--- src/rtl/dm_bytelane.sv ---
// Byte-lane data memory: byte/half/word stores and loads with sign/zero
// extension, registered read data with a valid strobe, and a clear sequence after reset.
module dm_bytelane #(
  parameter int DEPTH      = 64,
  parameter int ADDR_W     = 8,
  parameter bit INIT_CLEAR = 1'b1
) (
  input  logic              Clk,
  input  logic              Reset_n,
  input  logic [ADDR_W-1:0] Ad,
  input  logic [31:0]       WrData,
  input  logic              DMWr,
  input  logic              DMRd,
  input  logic [1:0]        Size,
  input  logic              Unsigned,
  output logic [31:0]       DM,
  output logic              DMValid,
  output logic              AlignErr,
  output logic              Busy
);

  localparam int IDX_W = ADDR_W - 2;
  localparam logic [0:0] INIT = 1'b0;
  localparam logic [0:0] RUN  = 1'b1;

  logic [0:0]       state_p0;
  logic [IDX_W-1:0] cnt_p0;
  logic [31:0]      mem [DEPTH];

  logic [IDX_W-1:0] idx;
  logic             run;
  logic             legal;
  logic             wr_go;
  logic             rd_go;
  logic             err;
  logic [3:0]       wr_en;
  logic [31:0]      wr_lanes;

  function automatic logic is_legal(input logic [1:0] sz, input logic [1:0] lane);
    logic ok;
    case (sz)
      2'b00:   ok = 1'b1;
      2'b01:   ok = ~lane[0];
      2'b10:   ok = (lane == 2'b00);
      default: ok = 1'b0;
    endcase
    return ok;
  endfunction

  function automatic logic [3:0] lane_en(input logic [1:0] sz, input logic [1:0] lane);
    logic [3:0] en;
    case (sz)
      2'b00:   en = 4'b0001 << lane;
      2'b01:   en = lane[1] ? 4'b1100 : 4'b0011;
      default: en = 4'b1111;
    endcase
    return en;
  endfunction

  // Store data is right-aligned; replicate it so every candidate lane sees it.
  function automatic logic [31:0] lane_data(input logic [1:0] sz, input logic [31:0] d);
    logic [31:0] r;
    case (sz)
      2'b00:   r = {4{d[7:0]}};
      2'b01:   r = {2{d[15:0]}};
      default: r = d;
    endcase
    return r;
  endfunction

  function automatic logic [31:0] load_ext(input logic [31:0] w, input logic [1:0] sz,
                                           input logic [1:0] lane, input logic uns);
    logic signed [7:0]  b;
    logic signed [15:0] h;
    logic signed [31:0] ext;
    b = w[{lane, 3'b000} +: 8];
    h = w[{lane[1], 4'b0000} +: 16];
    case (sz)
      2'b00:   ext = uns ? {24'b0, b} : 32'(b);
      2'b01:   ext = uns ? {16'b0, h} : 32'(h);
      default: ext = w;
    endcase
    return ext;
  endfunction

  assign idx      = Ad[ADDR_W-1:2];
  assign run      = (state_p0 == RUN);
  assign legal    = is_legal(Size, Ad[1:0]);
  assign wr_go    = run & DMWr & legal;
  assign rd_go    = run & DMRd & legal;
  assign err      = run & (DMWr | DMRd) & ~legal;
  assign wr_en    = lane_en(Size, Ad[1:0]);
  assign wr_lanes = lane_data(Size, WrData);
  assign Busy     = ~run;

  // Stage p0 -> array: clear sweep while initialising, lane-masked stores after.
  always_ff @(posedge Clk) begin
    if (!run) begin
      mem[cnt_p0] <= '0;
    end else if (wr_go) begin
      for (int l = 0; l < 4; l++) begin
        if (wr_en[l]) mem[idx][8*l +: 8] <= wr_lanes[8*l +: 8];
      end
    end
  end

  // Stage p0 -> p1: registered load result, strobes and clear sequencing.
  always_ff @(posedge Clk or negedge Reset_n) begin
    if (!Reset_n) begin
      state_p0 <= INIT_CLEAR ? INIT : RUN;
      cnt_p0   <= '0;
      DM       <= '0;
      DMValid  <= 1'b0;
      AlignErr <= 1'b0;
    end else begin
      DMValid  <= rd_go;
      AlignErr <= err;
      if (rd_go) DM <= load_ext(mem[idx], Size, Ad[1:0], Unsigned);
      if (!run) begin
        cnt_p0 <= cnt_p0 + 1'b1;
        if (cnt_p0 == IDX_W'(DEPTH - 1)) state_p0 <= RUN;
      end
    end
  end

endmodule

--- config.mk ---
export PLATFORM = sky130hd
export DESIGN_NAME = dm_bytelane
export DESIGN_NICKNAME = d
export VERILOG_FILES = /design/src/rtl/dm_bytelane.sv
export SDC_FILE = /design/constraint.sdc
export NUM_CORES = 2
export LEC_CHECK = 0
export ABC_AREA = 1
export CAP_MARGIN = 30
export CORE_ASPECT_RATIO = 1.75
export CORE_MARGIN = 4
export CORE_UTILIZATION = 24
export DETAILED_ROUTE_END_ITERATION = 16
export PLACE_DENSITY = 0.38
export SETUP_SLACK_MARGIN = 0.05
export SLEW_MARGIN = 10
export SYNTH_ARGS = -nofsm -noshare
export SYNTH_HDL_FRONTEND = slang
export SYNTH_SLANG_ARGS = --single-unit
export TNS_END_PERCENT = 5
--- constraint.sdc ---
create_clock -name Clk -period 4.4 [get_ports Clk]
set_input_delay 0.88 -clock Clk [delete_from_list [all_inputs] [get_ports Clk]]
set_output_delay 0.88 -clock Clk [all_outputs]
set_load 0.03 [all_outputs]
### After elaboration in Yosys (flattened, before gate mapping)

Memory sizes are Yosys's and may differ from the RTL's.
Cells that the tools add are included.

| operators by class | value |
|---|---|
| reduce and logical (&&, ||, !) cells | 3 |
| mux-type cells | 29 |
| shifts and indexed selects | 3 |
| equality and inequality tests | 3 |
| bitwise operators | 10 |
| $add $sub $neg | 1 |

Operators with widths:

| kind | count |
|---|---|
| $pmux W32 S2 | 2 |
| $mux W32 | 3 |
| $reduce_or A32 Y1 | 1 |
| $shiftx A32 B6 Y16 | 1 |
| $shiftx A32 B6 Y8 | 1 |
| $mux W1 | 19 |
| $mux W4 | 2 |
| $pmux W4 S2 | 1 |
| $add A6 B1 Y6 const B | 1 |
| $and A1 B1 Y1 | 6 |
| $eq A6 B6 Y1 const B | 1 |
| $mux W6 | 1 |
| $logic_not A2 Y1 | 2 |
| $shl A1 B2 Y4 const A | 1 |
| $not A1 Y1 | 3 |
| $pmux W1 S3 | 1 |
| $eq A2 B1 Y1 const B | 1 |
| $eq A2 B2 Y1 const B | 1 |
| $or A1 B1 Y1 | 1 |

| storage, ports and cells | value |
|---|---|
| output and inout port bits | 35 |
| memory bits (writable) | 2048 |
| input bits | 47 |
| word-level logic and storage cells | 55 |
| memories | 1 |
| flip-flop bits (word level) | 41 |

Memory list:

| memory | depth | bits a word | read ports | clocked after Yosys merged registers in | write ports | line | source |
|---|---|---|---|---|---|---|---|
| mem | 64 | 32 | 1 | 0 | 1 | 28 | `logic [31:0] mem [DEPTH];` |

### Depth between registers and ports, before layout

| logic depth | value |
|---|---|
| depth after elaboration | 8 |
| mapped depth | 19 |
| gate-level depth less buffers | 15 |

### Worst setup path before layout

No wires, ideal clock.

| timing | value |
|---|---|
| path kind | input -> register |
| from | in Size[1] |
| to | mem mem[0][22] (data pin) |
| cell stages on the path | 10 |
| path buffers | 3 |
| library setup time | 721 ps |
| arrival | 4510 ps |
| required time | 3679 ps |
| slack | -831 ps |
| cell sequence | buf_2 > inv_2 > o21ai_1 > o21ai_1 > inv_2 > nor2_2 > inv_2 > buf_2 > buf_2 > a211oi_1 |

| on the way | value |
|---|---|
| word-level cells in the longest chain between the ends | 8 |
| elaborated cells between the ends (all ways) | 25 |
| classes of those cells | eq/ne (2); mux (20); bitwise (1); reduce/logical (2) |

Ends and longest elaborated chain:

| item | line | source |
|---|---|---|
| start: declaration | 14 | `input logic [1:0] Size,` |
| $eq A2 B2 Y1, or another cell as far along | 41 | `case (sz)` |
| $pmux W1 S3 / $pmux W4 S2 (equally long branches) | 41, 52 |  |
| $and A1 B1 Y1 / $mux W1 (equally long branches) | 89, 102 |  |
| $mux W1 | 100 | `end else if (wr_go) begin` |
| $mux W1 | 98 | `if (!run) begin` |
| $mux W1 (implied by the code) | 102 | `if (wr_en[l]) mem[idx][8*l +: 8] <= wr_lanes[8*l +: 8];` |
| $reduce_or A32 Y1 (no source line) | -- |  |
| $mux W32 (no source line) (*) | -- |  |
| end: declaration | 28 |  |

Every way passes the cells marked *; elsewhere a longest branch is shown, timed or not.

### Final worst setup path

| timing | value |
|---|---|
| from | in Ad[0] |
| to | mem mem[28][0] (enable) |

| on the way | value |
|---|---|
| word-level cells in the longest chain between the ends | 8 |
| elaborated cells between the ends (all ways) | 25 |
| classes of those cells | shift (1); mux (20); bitwise (2); reduce/logical (2) |

Ends and longest elaborated chain:

| item | line | source |
|---|---|---|
| start: declaration | 10 | `input logic [ADDR_W-1:0] Ad,` |
| $logic_not A2 Y1, or another cell as far along | 44 | `2'b10: ok = (lane == 2'b00);` |
| $pmux W1 S3 / $pmux W4 S2 (equally long branches) | 41, 52 |  |
| $and A1 B1 Y1 / $mux W1 (equally long branches) | 89, 102 |  |
| $mux W1 | 100 |  |
| $mux W1 | 98 |  |
| $mux W1 (implied by the code) | 102 |  |
| $reduce_or A32 Y1 (no source line) | -- |  |
| $mux W6 (no source line) / $mux W4 (equally long branches) | -- |  |

Parallel ways exist; a longest one is shown, timed or not.

==> impl_metrics.sql <==
INSERT INTO impl_metrics (metric_group, metric, value, unit) VALUES
('run_status', 'outcome', 'finished clean', ''),
('cts', 'clk_pin_slew_worst_paths', '0.07', 'ns'),
('floorplan', 'rows', '289', ''),
('pwr', 'intPower', '0.0315', 'W'),
('pwr', 'power.leakage', '32.9', 'nW'),
('sta', 'maxSlewViolCount', '0', ''),
('yosys', 'synth.net_count', '7098', ''),
('global_route', 'global_route.usage.total', '17.6', '%'),
('setup_path', 'worst-r2r-setup-slack', '1.28', 'ns'),
('pwr', 'worst_ir_drop_vdd', '0.294', 'mV'),
('cts', 'worst_skew_pair.late_latency', '0.89', 'ns'),
('routing', 'drt_first_pass_iters', '6', ''),
('yosys', 'synth.cell_area', '85200', 'um^2'),
('pwr', 'p_per_area', '399', 'nW/um^2'),
('pwr', 'p_comb_share', '5.7', '%'),
('setup_path', 'end_point_of_the_critical_path', 'mem[28][0]', ''),
('setup_path', 'r2r_end', 'mem[28][0]', ''),
('routing', 'detail_route.wirelength', '331', 'mm'),
('sta', 'timing.fmax', '0.272', 'GHz'),
('sta', 'fin_crit', '3.68', 'ns'),
('pwr', 'power.net_switching', '0.00943', 'W'),
('sta', 'grt_setup_unrepaired', 'false', ''),
('pwr', 'share_clk_of_total_power', '41.9', '%'),
('floorplan', 'die-area', '365000', 'um^2'),
('cts', 'cts_made_buffers', '198', ''),
('pwr', 'share_seq_of_total_power', '52.4', '%'),
('yosys', 'yosys.area_share.adder', '0.0147', '%'),
('place', 'post-dp-hpwl', '227', 'mm'),
('global_route', 'initial_antenna_violation_count', '8', ''),
('cts', 'htreeDepth', '4', ''),
('cts', 'root_buffer', 'clkbuf_16', ''),
('cts', 'number_of_sinks_on_the_clock_net', '2089', ''),
('yosys', 'synth_warnings', '0', ''),
('cells_and_area', 'proportion_of_layout_cells_with_a_drive_suffix_above_1', '13.7', '%'),
('setup_path', 'worstPathMaxFanout', '10', ''),
('setup_path', 'crit_path_start_kind', 'primary input', ''),
('hold_path', 'hp-class', 'primary input to asynchronous set/reset pin', ''),
('cts', 'cts.path.max_buffers', '4', ''),
('sta', 'setup-tns-final', '0', 'ns'),
('place', 'port-buffer-count', '81', ''),
('routing', 'avgRoutedWirePerCell', '26.9', 'um'),
('yosys', 'simple_gate_fraction_of_synth_area', '15.6', '%'),
('global_route', 'grt_start_max_net_pins', '106', ''),
('routing', 'detail-route-antenna-nets', '0', ''),
('yosys', 'synth_xor_xnor_area_share', '0.0411', '%'),
('floorplan', 'io-pin-count', '82', ''),
('yosys', 'ys_seq_elements', '2089', ''),
('setup_path', 'arrival', '4.21', 'ns'),
('yosys', 'synth_compound_gate_area_share', '7.47', '%'),
('pwr', 'netSwitchingFraction', '23.0', '%'),
('run', 'cap_violations', '0', ''),
('yosys', 'post_synth_mux_area_share', '0', '%'),
('global_route', 'first_global_vias', '59700', ''),
('yosys', 'largest_family_of_logic_cells_by_synthesized_area', 'simple AND/OR/NAND/NOR gates', ''),
('sta', 'layout_worst_path_cycle_share', '83.6', '%'),
('cts', 'cts_tree', 'done', ''),
('global_route', 'overflow', '0', ''),
('floorplan', 'die_w', '458', 'um'),
('routing', 'via_count', '57800', ''),
('yosys', 'post_synth.cell_area_avg', '12.1', 'um^2'),
('floorplan', 'initial_utilization', '24.1', '%'),
('cells_and_area', 'postLayoutCoreUtil', '29.0', '%'),
('setup_path', 'rr_worst_depth', '10', ''),
('place', 'routabilityCongestion', '0.865', ''),
('setup_path', 'critical_path.reg2reg.startpoint', 'run', ''),
('sta', 'report.final.setup_viol', '0', ''),
('sta', 'slew_headroom', '43.6', '%'),
('routing', 'vias_per_cell', '4.69', ''),
('sta', 'finClkSkew', '0.0655', 'ns'),
('sta', 'tightest_slew', '0.843', 'ns'),
('global_route', 'grt_first_pass_wirelength', '463', 'mm'),
('yosys', 'syn-instance-count', '7050', ''),
('yosys', 'yosysSeqAreaShare', '73.4', '%'),
('cells_and_area', 'finalNetCount', '7566', ''),
('setup_path', 'worst-setup-path-type', 'primary input to flop', ''),
('floorplan', 'core-area', '354000', 'um^2'),
('routing', 'first_iter_violations', '4869', ''),
('sta', 'hold_violations', '0', ''),
('cells_and_area', 'flow.area_growth_from_synthesis', '20.4', '%'),
('floorplan', 'floorplan.die.height', '796', 'um'),
('setup_path', 'crit_path_start', 'Ad[0]', ''),
('setup_path', 'type_of_element_capturing_the_critical_path', 'flop', ''),
('yosys', 'synth.lib_cells_used.distinct', '39', ''),
('setup_path', 'worst_ep_required_time', '4.93', 'ns'),
('routing', 'total_drc_errors_in_the_routed_layout', '0', '');
## sequential cells by signal (all words and copies together), names as in the netlist
register and flops:
DM 32, run 1, cnt_p0 6, DMValid 1
mem 2048, AlignErr 1
## worst min-delay path by stage
stage                          from         to  slack (ns)  cells after the start
after floorplan           cnt_p0[3]  cnt_p0[3]        0.48                      1
after global placement        DM[5]      DM[5]        0.52                      2
after detailed placement     DM[15]     DM[15]        0.51                      2
after CTS                   Reset_n     DM[14]        0.45                      2
after global routing        Reset_n     DM[14]        0.53                      2
final                       Reset_n     DM[14]        0.51                      2
## layout make-up
| class | count | area, um^2 |
|---|---|---|
| multi-input combinational | 4339 | 20000 |
| tap | 4656 | 5830 |
| timing repair buffer | 760 | 7530 |
| fill | 36300 | 251000 |
| clock inverter | 110 | 967 |
| inverter | 130 | 526 |
| clock buffer | 243 | 5260 |
| antenna | 1 | 2.50 |
| sequential | 2089 | 62500 |
## power groups by stage
stage,clock network (W),logic [W],registers [W]
final,0.0172,0.00233,0.0215
after global routing,0.0184,0.00251,0.0215
after CTS,0.0176,0.00237,0.0215
after detailed placement,0,0.00236,0.0219
after global placement,0,0.00237,0.0219
after floorplan,0,0.00127,0.0219
## stage by stage
step / hold WS, ns / setup WS (ns) / std cells / instance area, um^2 / power, W
floorplan: 0.476 / -0.831 / 7050 / 85200 / 0.0232
global placement: 0.516 / -0.203 / 12000 / 96300 / 0.0243
detailed placement: 0.510 / -0.0476 / 12000 / 96400 / 0.0243
CTS: 0.454 / 0.841 / 12300 / 103000 / 0.0415
global route: 0.526 / 0.644 / 12300 / 103000 / 0.0423
finish: 0.515 / 0.720 / 12300 / 103000 / 0.0410
## metal layers
layer  GRT usage (%)  part of all wire (%)
met4            8.81                   5.8
met2            32.6                    53
met5               0                 0.010
met1            20.2                    38
met3            1.55                   3.5
## timing repair
| action | CTS | global route |
|---|---|---|
| buffers inserted | 0 | 0 |
| hold buffers | 1 | 0 |
| gates resized for setup | 0 | 0 |
| endpoints found under the hold margin | 21 | 0 |
## kinds of logic (layout without fill, tap and decap cells)
group | Yosys count | after routing
buffers and inverters | 622 | 1243
flip-flops | 2089 | 2089
XOR/XNOR | 4 | 4
AO/OA/AOI/OAI | 1163 | 1163
adder cells (fa/ha/maj) | 1 | 1
AND/OR/NAND/NOR | 3171 | 3171
other | 0 | 1
## cell usage in the layout, fill, tap and decap left out, types with 8 or more instances in the layout
cell type / n
buf_4: 550
o21ai_0: 706
nor2_2: 14
clkbuf_1: 37
nand2_1: 1191
clkinvlp_4: 13
dfrtp_1: 41
o22ai_1: 277
clkinv_1: 39
nand3_1: 996
clkbuf_16: 203
a21oi_1: 100
nor2_1: 916
buf_12: 129
o21ai_1: 18
or2_2: 17
inv_1: 110
nor2_4: 28
clkdlybuf4s50_1: 74
clkinv_2: 39
bufinv_16: 16
a211oi_4: 8
o221ai_1: 29
edfxtp_1: 2048
inv_2: 12
o211ai_1: 12
## worst max-delay path, stage by stage
cell and delay, ns:
clkdlybuf4s50_1 0.46, nor2_1 0.18, inv_1 0.06, o21ai_1 0.25
inv_2 0.10, nor2_2 0.19, inv_2 0.18, o21ai_1 0.35
nand2_1 0.21, nor2_2 0.34, nand2_1 0.21, buf_4 0.19
nor2_1 0.31, buf_4 0.28
## cells in the mapped netlist (all sizes together)
cell	instances	area, um^2
ha	1	12.5
o31ai	1	7.51
xnor2	1	8.76
edfxtp	2048	61500
nor2	958	3650
nand3	996	4980
clkbuf	162	608
a21oi	100	500
or2	19	119
nand2	1191	4470
o22ai	277	1730
dfrtp	41	1030
buf	330	1920
a31oi	6	37.5
a211oi	8	60.1
o211ai	12	90.1
nor3	1	5.00
o21a	1	7.51
inv	127	479
clkinv	3	11.3
o221ai	29	254
o21bai	2	15.0
and2	5	31.3
xor2	3	26.3
nand4	1	6.26
o21ai	727	3660
Note: power is estimated with default switching activity, not from simulation.
